**src/rtl/sdm_bitstream_tx.sv**
```systemverilog
// First-order delta-sigma bitstream transmitter.
// Accepts signed DATA_W-bit samples over valid/ready, holds one sample in a
// look-ahead buffer, and emits OSR modulator bits per sample, one bit every
// DIV clocks. The accumulator is DATA_W+2 bits wide, which bounds |acc| to
// 2*FS for every legal input, so the loop needs no saturation.
module sdm_bitstream_tx #(
  parameter int DATA_W = 12,
  parameter int OSR    = 32,
  parameter int DIV    = 4
) (
  input  logic              i_clk,
  input  logic              i_rst,
  input  logic              i_enable,
  input  logic [DATA_W-1:0] i_s_data,
  input  logic              i_s_valid,
  output logic              o_s_ready,
  output logic              o_bit_out,
  output logic              o_bit_valid,
  output logic              o_sample_strobe,
  output logic              o_underrun
);

  localparam int ACC_W = DATA_W + 2;
  localparam int DIV_W = (DIV > 1) ? $clog2(DIV) : 1;
  localparam int OSR_W = $clog2(OSR);
  localparam logic [DIV_W-1:0] DIV_LAST = DIV_W'(DIV - 1);
  localparam logic [OSR_W-1:0] OSR_LAST = OSR_W'(OSR - 1);
  // +FS and -FS expressed at accumulator width
  localparam logic signed [ACC_W-1:0] FS_POS = {2'b00, 1'b1, {(DATA_W-1){1'b0}}};
  localparam logic signed [ACC_W-1:0] FS_NEG = -FS_POS;

  typedef enum logic [0:0] {
    ST_IDLE = 1'b0,
    ST_RUN  = 1'b1
  } state_t;

  state_t                  r_state;
  state_t                  w_state_nxt;

  logic [DATA_W-1:0]       r_nxt;
  logic                    r_nxt_full;
  logic [DATA_W-1:0]       r_cur;
  logic signed [ACC_W-1:0] r_acc;
  logic [DIV_W-1:0]        r_div_cnt;
  logic [OSR_W-1:0]        r_osr_cnt;
  logic                    r_bit_out;
  logic                    r_bit_valid;
  logic                    r_strobe;
  logic                    r_underrun;

  logic                    w_write;
  logic                    w_run;
  logic                    w_tick;
  logic                    w_boundary;
  logic                    w_load;
  logic                    w_under_set;
  logic signed [ACC_W-1:0] w_cur_ext;
  logic signed [ACC_W-1:0] w_fb;
  logic signed [ACC_W-1:0] w_v;

  // Ready depends only on buffer occupancy, never on s_valid.
  assign w_write   = i_s_valid && !r_nxt_full;
  assign w_cur_ext = {{2{r_cur[DATA_W-1]}}, r_cur};
  assign w_fb      = r_bit_out ? FS_POS : FS_NEG;
  assign w_v       = r_acc + w_cur_ext - w_fb;

  // Next-state and control decode; leaving RUN takes priority over a tick.
  always_comb begin
    w_state_nxt = r_state;
    w_run       = 1'b0;
    w_tick      = 1'b0;
    w_boundary  = 1'b0;
    w_load      = 1'b0;
    w_under_set = 1'b0;
    case (r_state)
      ST_IDLE: begin
        if (i_enable && r_nxt_full) begin
          w_state_nxt = ST_RUN;
          w_load      = 1'b1;
        end else begin
          w_state_nxt = ST_IDLE;
        end
      end
      ST_RUN: begin
        if (i_enable) begin
          w_state_nxt = ST_RUN;
          w_run       = 1'b1;
          w_tick      = (r_div_cnt == DIV_LAST);
          w_boundary  = w_tick && (r_osr_cnt == OSR_LAST);
          w_load      = w_boundary && r_nxt_full;
          w_under_set = w_boundary && !r_nxt_full;
        end else begin
          w_state_nxt = ST_IDLE;
        end
      end
      default: begin
        w_state_nxt = ST_IDLE;
      end
    endcase
  end

  // FSM state register.
  always_ff @(posedge i_clk) begin
    if (i_rst) begin
      r_state <= ST_IDLE;
    end else begin
      r_state <= w_state_nxt;
    end
  end

  // Look-ahead buffer and current sample; a load empties the buffer.
  always_ff @(posedge i_clk) begin
    if (i_rst) begin
      r_nxt      <= {DATA_W{1'b0}};
      r_nxt_full <= 1'b0;
      r_cur      <= {DATA_W{1'b0}};
    end else begin
      if (w_write) begin
        r_nxt      <= i_s_data;
        r_nxt_full <= 1'b1;
      end else if (w_load) begin
        r_nxt_full <= 1'b0;
      end
      if (w_load) begin
        r_cur <= r_nxt;
      end
    end
  end

  // Bit-tick divider, bit counter and modulator loop; cleared outside RUN.
  always_ff @(posedge i_clk) begin
    if (i_rst) begin
      r_div_cnt <= {DIV_W{1'b0}};
      r_osr_cnt <= {OSR_W{1'b0}};
      r_acc     <= {ACC_W{1'b0}};
      r_bit_out <= 1'b0;
    end else if (w_run) begin
      r_div_cnt <= (r_div_cnt == DIV_LAST) ? {DIV_W{1'b0}} : r_div_cnt + DIV_W'(1);
      if (w_tick) begin
        r_acc     <= w_v;
        r_bit_out <= !w_v[ACC_W-1];
        r_osr_cnt <= (r_osr_cnt == OSR_LAST) ? {OSR_W{1'b0}} : r_osr_cnt + OSR_W'(1);
      end
    end else begin
      r_div_cnt <= {DIV_W{1'b0}};
      r_osr_cnt <= {OSR_W{1'b0}};
      r_acc     <= {ACC_W{1'b0}};
      r_bit_out <= 1'b0;
    end
  end

  // Registered status pulses and the sticky underrun flag.
  always_ff @(posedge i_clk) begin
    if (i_rst) begin
      r_bit_valid <= 1'b0;
      r_strobe    <= 1'b0;
      r_underrun  <= 1'b0;
    end else begin
      r_bit_valid <= w_tick;
      r_strobe    <= w_load;
      if (w_under_set) begin
        r_underrun <= 1'b1;
      end
    end
  end

  assign o_s_ready       = !r_nxt_full;
  assign o_bit_out       = r_bit_out;
  assign o_bit_valid     = r_bit_valid;
  assign o_sample_strobe = r_strobe;
  assign o_underrun      = r_underrun;

endmodule

```
**config.mk**
```make
export PLATFORM = sky130hd
export DESIGN_NAME = sdm_bitstream_tx
export DESIGN_NICKNAME = d
export VERILOG_FILES = /design/src/rtl/sdm_bitstream_tx.sv
export SDC_FILE = /design/constraint.sdc
export NUM_CORES = 1
export LEC_CHECK = 0
export ABC_CLOCK_PERIOD_IN_PS = 2240
export BUFFER_PORTS_ARGS = -buffer_cell sky130_fd_sc_hd__buf_2
export CAP_MARGIN = 0
export CORE_MARGIN = 2
export CORE_UTILIZATION = 45
export CTS_BUF_LIST = sky130_fd_sc_hd__clkbuf_4 sky130_fd_sc_hd__clkbuf_8
export DETAILED_ROUTE_END_ITERATION = 12
export PLACE_DENSITY = 0.66
export SYNTH_ARGS = -nofsm -noshare
export SYNTH_HDL_FRONTEND = slang
export SYNTH_SLANG_ARGS = --single-unit
export TNS_END_PERCENT = 10
```
**constraint.sdc**
```tcl
create_clock -name i_clk -period 2.24 [get_ports i_clk]
set_input_delay 0.448 -clock i_clk [delete_from_list [all_inputs] [get_ports i_clk]]
set_output_delay 0.448 -clock i_clk [all_outputs]
set_load 0.01 [all_outputs]
```
After elaboration in Yosys (flattened, before gate mapping)
Index checks and enable logic that the tools add are counted.

cells by class
  add/sub/neg operators = 4
  multiply operators = 0
  div/mod/pow operators = 0
  magnitude comparators = 0
  eq/ne operators = 2
  shift operators = 0
  multiplexer cells = 14
  bitwise gates (word level) = 2
  reductions and logical operators = 10

operators with widths
  cell                   count
  $add A14 B12 Y14       1
  $mux W14               1
  $sub A14 B14 Y14       1
  $mux W1                10
  $add A5 B1 Y5 const B  1
  $eq A5 B5 Y1 const B   1
  $logic_and A1 B1 Y1    5
  $mux W5                1
  $pmux W1 S2            2
  $reduce_or A3 Y1       1
  $add A2 B1 Y2 const B  1
  $eq A2 B2 Y1 const B   1
  $logic_not A1 Y1       2
  $not A1 Y1             2
  $reduce_bool A2 Y1     1
  $reduce_or A2 Y1       1

word-level totals
  flip-flop bits (word level) = 51
  bits in latches = 0
  memory bits (writable) = 0
  ROM bits = 0
  bits of input ports = 16
  output and inout bits = 5
  word-level logic and storage cells = 43
  memories kept = 0

Logic depth before layout (Yosys ltp)
  word-level depth = 7
  depth in mapped cells = 10
  depth with buffers taken out = 10

Worst setup path before layout
OpenSTA, ideal clock, no wires.

  kind = reg-to-reg
  start = register r_cur[8]
  end = register r_bit_out (netlist: o_bit_out)
  setup time = 0.117 ns
  arrival time = 2.202 ns
  data required time = 2.123 ns
  setup slack = -0.079 ns
  cell stages (with the launch flop) = 11
  buffers on the path = 0
  clock period less this slack = 2.319 ns
  cell sequence = dfxtp_1 -> inv_1 -> ha_1 -> inv_1 -> ha_1 -> a21o_1 -> a31o_1 -> o221a_1 -> a311oi_2 -> xor2_1 -> a32o_2

between the ends
  word-level cells in the longest chain between the ends = 3

ends and longest elaborated chain
  element                 RTL line  RTL
  start, declared         42        logic [DATA_W-1:0] r_cur;
  start signal, assigned  116       r_cur <= {DATA_W{1'b0}};
  start signal, assigned  125       r_cur <= r_nxt;
  $add A14 B12 Y14        65        assign w_v = r_acc + w_cur_ext - w_fb;
  $sub A14 B14 Y14        65
  $logic_not A1 Y1        141       r_bit_out <= !w_v[ACC_W-1];
  end signal, assigned    141
  end, declared           46        logic r_bit_out;

Every way passes these cells.
A chain may end at the register's enable or synchronous reset.

Final worst setup path
  start = register r_cur[10]
  end = register r_bit_out (netlist: o_bit_out)

Same word-level chain as after synthesis.

==> flow_metrics.py <==
metrics = {
    "floorplan": {
        "fp-row-count": 27,
        "die_h_um": 80.3,
        "fp.coreArea_um2": 5570,
        "dieArea_um2": 6440,
        "io_pins": 21,
        "floorplan.initialDensity_pct": 46.9,
        "die_w_um": 80.3,
    },
    "sta": {
        "worst_slew_pin_slew_ps": 811,
        "finalHoldViolations": 0,
        "finalMaxSlewViolations": 0,
        "rsz0062_at_grt": "yes",
        "setup_viol": 0,
        "skew_ps": 10.0,
        "fin_crit_sh_pct": 98.8,
        "max_clock_freq_ghz": 0.452,
        "fin_crit_ps": 2210,
        "relSlewSlack_pct": 45.8,
    },
    "cells_and_area": {
        "drive_gt1_share_pct": 28.7,
        "syn_to_final_growth_pct": 23.4,
        "nNetsFinal": 382,
        "antenna_cells": 0,
        "fillers": 518,
        "fin_util_pct": 57.9,
    },
    "synth": {
        "seq_area_frac_synth_pct": 39.0,
        "synth-main-ff-cell": "dfxtp_1",
        "synth_edf_count": 0,
        "synth_top_cell_area_share_pct": 39.0,
        "synth_top_family_by_area": "compound AO/OA/AOI/OAI gates",
        "async_flop_share_pct": 0,
        "ys_seq_elements": 51,
        "synth_xor_xnor_area_share_pct": 5.02,
        "syn_area_per_cell_um2": 8.84,
        "ys_warn_count": 0,
        "synthCells": 296,
        "synth_cell_types": 40,
        "synth_fa_ha_area_share_pct": 14.2,
        "syn-num-nets": 341,
        "synthSimpleGateAreaFrac_pct": 12.3,
        "yosysMostFrequentCell": "dfxtp_1",
        "synth_area_leaders": "dfxtp_1 39%, ha_1 13%, inv_1 6.7%",
        "synth_area_leader_cell": "dfxtp_1",
        "syn-cell-area_um2": 2620,
        "synth_compound_area_share_pct": 16.0,
        "synth_top_cells_by_count": "51 x dfxtp_1, 47 x inv_1, 33 x nand2_1, 28 x ha_1, 20 x a21oi_1",
        "muxShareOfSynthArea_pct": 4.97,
    },
    "power_and_ir_drop": {
        "switching_power_uw": 421,
        "leakage_uw": 0.00151,
        "power_density_nw_per_um2": 515,
        "p_total_uw": 1660,
        "peakVddDrop_mv": 0.435,
        "power_frac_clock_pct": 31.5,
        "combPwrFrac_pct": 12.2,
        "swShare_pct": 25.3,
        "internal_power_uw": 1240,
        "pwr-share-seq_pct": 56.3,
    },
    "grt": {
        "grt_pass1_wl_um": 9220,
        "grt_max_degree": 25,
        "antenna_found_initial": 0,
        "grt_pass1_vias": 2005,
        "grt-ovfl-total": 0,
        "grt.total_usage_pct": 18.2,
    },
    "worst_setup_path": {
        "critPathCaptureType": "register",
        "worst-setup-path-type": "reg2reg",
        "crit_arrival_ps": 2410,
        "cp_cell_sequence": "inv_2 > ha_4 > inv_2 > ha_4 > a21o_1 > a31o_1 > o221a_1 > a311oi_2 > xor2_1 > a32o_2",
        "slowest_stage": "dfxtp_2",
        "start_kind": "register",
        "path_max_fanout": 4,
        "cp.required_ps": 2440,
        "crit_path_max_incr_delay_ps": 350,
    },
    "routing": {
        "drc": 0,
        "drt-initial-drc-count": 77,
        "wire_per_inst_um": 12.8,
        "firstDrtPassIters": 4,
        "drt_wl_total_um": 5260,
        "vias": 2061,
        "drtAntennaViolNets": 0,
        "via_per_inst": 5.03,
    },
    "clocking": {
        "clockBufferDepth": 2,
        "clock_latency_ps": 300,
        "cts_tree": "built",
        "clk_pin_slew_worst_paths_ps": 100,
        "numCtsBuffers": 5,
        "cts_hold_buf": 0,
        "cts_root_buffer": "clkbuf_8",
        "cts.htree.levels": 2,
        "cts.sink_count": 51,
    },
    "outcome": {
        "status": "completed",
    },
    "placed_design": {
        "port_buffers": 20,
        "dp_hpwl_um": 3800,
        "gp_congestion": 0.790,
    },
    "min_path": {
        "hold_class": "in2reg",
    },
    "run": {
        "cap_violations": 0,
    },
}
==> registers in the layout, indices dropped and copies added (netlist names) <==
name	flops
o_underrun	1
r_cur	12
r_div_cnt	2
o_bit_valid	1
r_state	1
r_nxt_full	1
o_sample_strobe	1
o_bit_out	1
r_nxt	12
r_osr_cnt	5
r_acc	14
==> power groups by stage <==
stage / clock network (uW) / logic, uW / registers, uW
2_1_floorplan: 0 / 124 / 955
6_report: 524 / 202 / 937
4_1_cts: 539 / 193 / 937
5_1_grt: 581 / 228 / 940
3_3_place_gp: 0 / 180 / 958
3_5_place_dp: 0 / 182 / 958
==> final cells by class <==
class                   instances  area (um2)  area share [%]
well taps                      72        90.1            2.79
clock buffers                   5        68.8            2.13
clock inverters                 3        18.8           0.581
repair buffers                 45         288            8.91
multi-input cells             186        1550            48.1
inverters                      48         180            5.58
flip-flops and latches         51        1030            31.9
==> layout by cell type (no fill, tap or decap), types with 10 or more instances in the layout <==
cell type	instances
ha_4	10
mux2i_1	13
buf_4	25
dfxtp_1	43
inv_1	38
ha_1	17
nor2_1	16
a21oi_1	17
nand2_1	33
xor2_1	12
buf_2	20
==> routing by layer <==
metal	share of wire [%]	vias up	global-route usage, %
met1	50	941	25.3
met5	0	-	0
met4	0.76	0	4.58
met2	45	28	28.7
li1	-	1087	-
met3	3.8	5	3.82
==> worst paths after layout <==
kind / start / end / slack [ps] / cells past startpoint
worst min-delay path: i_s_data[9] / r_nxt[9]$_SDFFE_PP0P_ / 370 / 3
worst max register to register: r_cur[10]$_SDFFE_PP0P_ / o_bit_out$_SDFFE_PP0P_ / 30 / 10
worst max-delay path: r_cur[10]$_SDFFE_PP0P_ / o_bit_out$_SDFFE_PP0P_ / 30 / 10
worst min register to register: r_div_cnt[0]$_SDFF_PP0_ / r_div_cnt[0]$_SDFF_PP0_ / 430 / 1
==> critical path: cells and delay by family (launching register included) <==
kind	cells	cell delay, ps
buf+inv	2	90
fa+ha+maj	2	470
xor+xnor	1	140
compound gates	5	1070
flops	1	350
==> repair_timing <==
| item | in CTS | in global routing |
|---|---|---|
| gates resized for setup | 21 | 15 |
| endpoints found under the setup margin | 7 | 8 |
| buffers inserted | 4 | 0 |
| pin swaps | 14 | 8 |
| cloned | 0 | 0 |
==> cell families after synthesis <==
kind of cell,count (synthesis)
flip-flops,51
multiplexers,13
AND/OR/NAND/NOR,71
XOR/XNOR,15
buffers and inverters,59
adder cells (fa/ha/maj),29
AO/OA/AOI/OAI,58
==> through the flow <==
stage / hold slack, ps / cell area (um2) / setup TNS [ps] / instances / setup WS [ps]
6_report: 370 / 3230 / 0 / 410 / 26.8
5_1_grt: 362 / 3230 / -281 / 410 / -54.8
4_1_cts: 366 / 3150 / -32.2 / 410 / -32.2
3_5_place_dp: 419 / 2950 / -431 / 398 / -111
3_3_place_gp: 416 / 2950 / -141 / 398 / -49.2
2_1_floorplan: 404 / 2640 / 0 / 296 / 46.1
No activity file was read; power rests on OpenSTA's default activity.
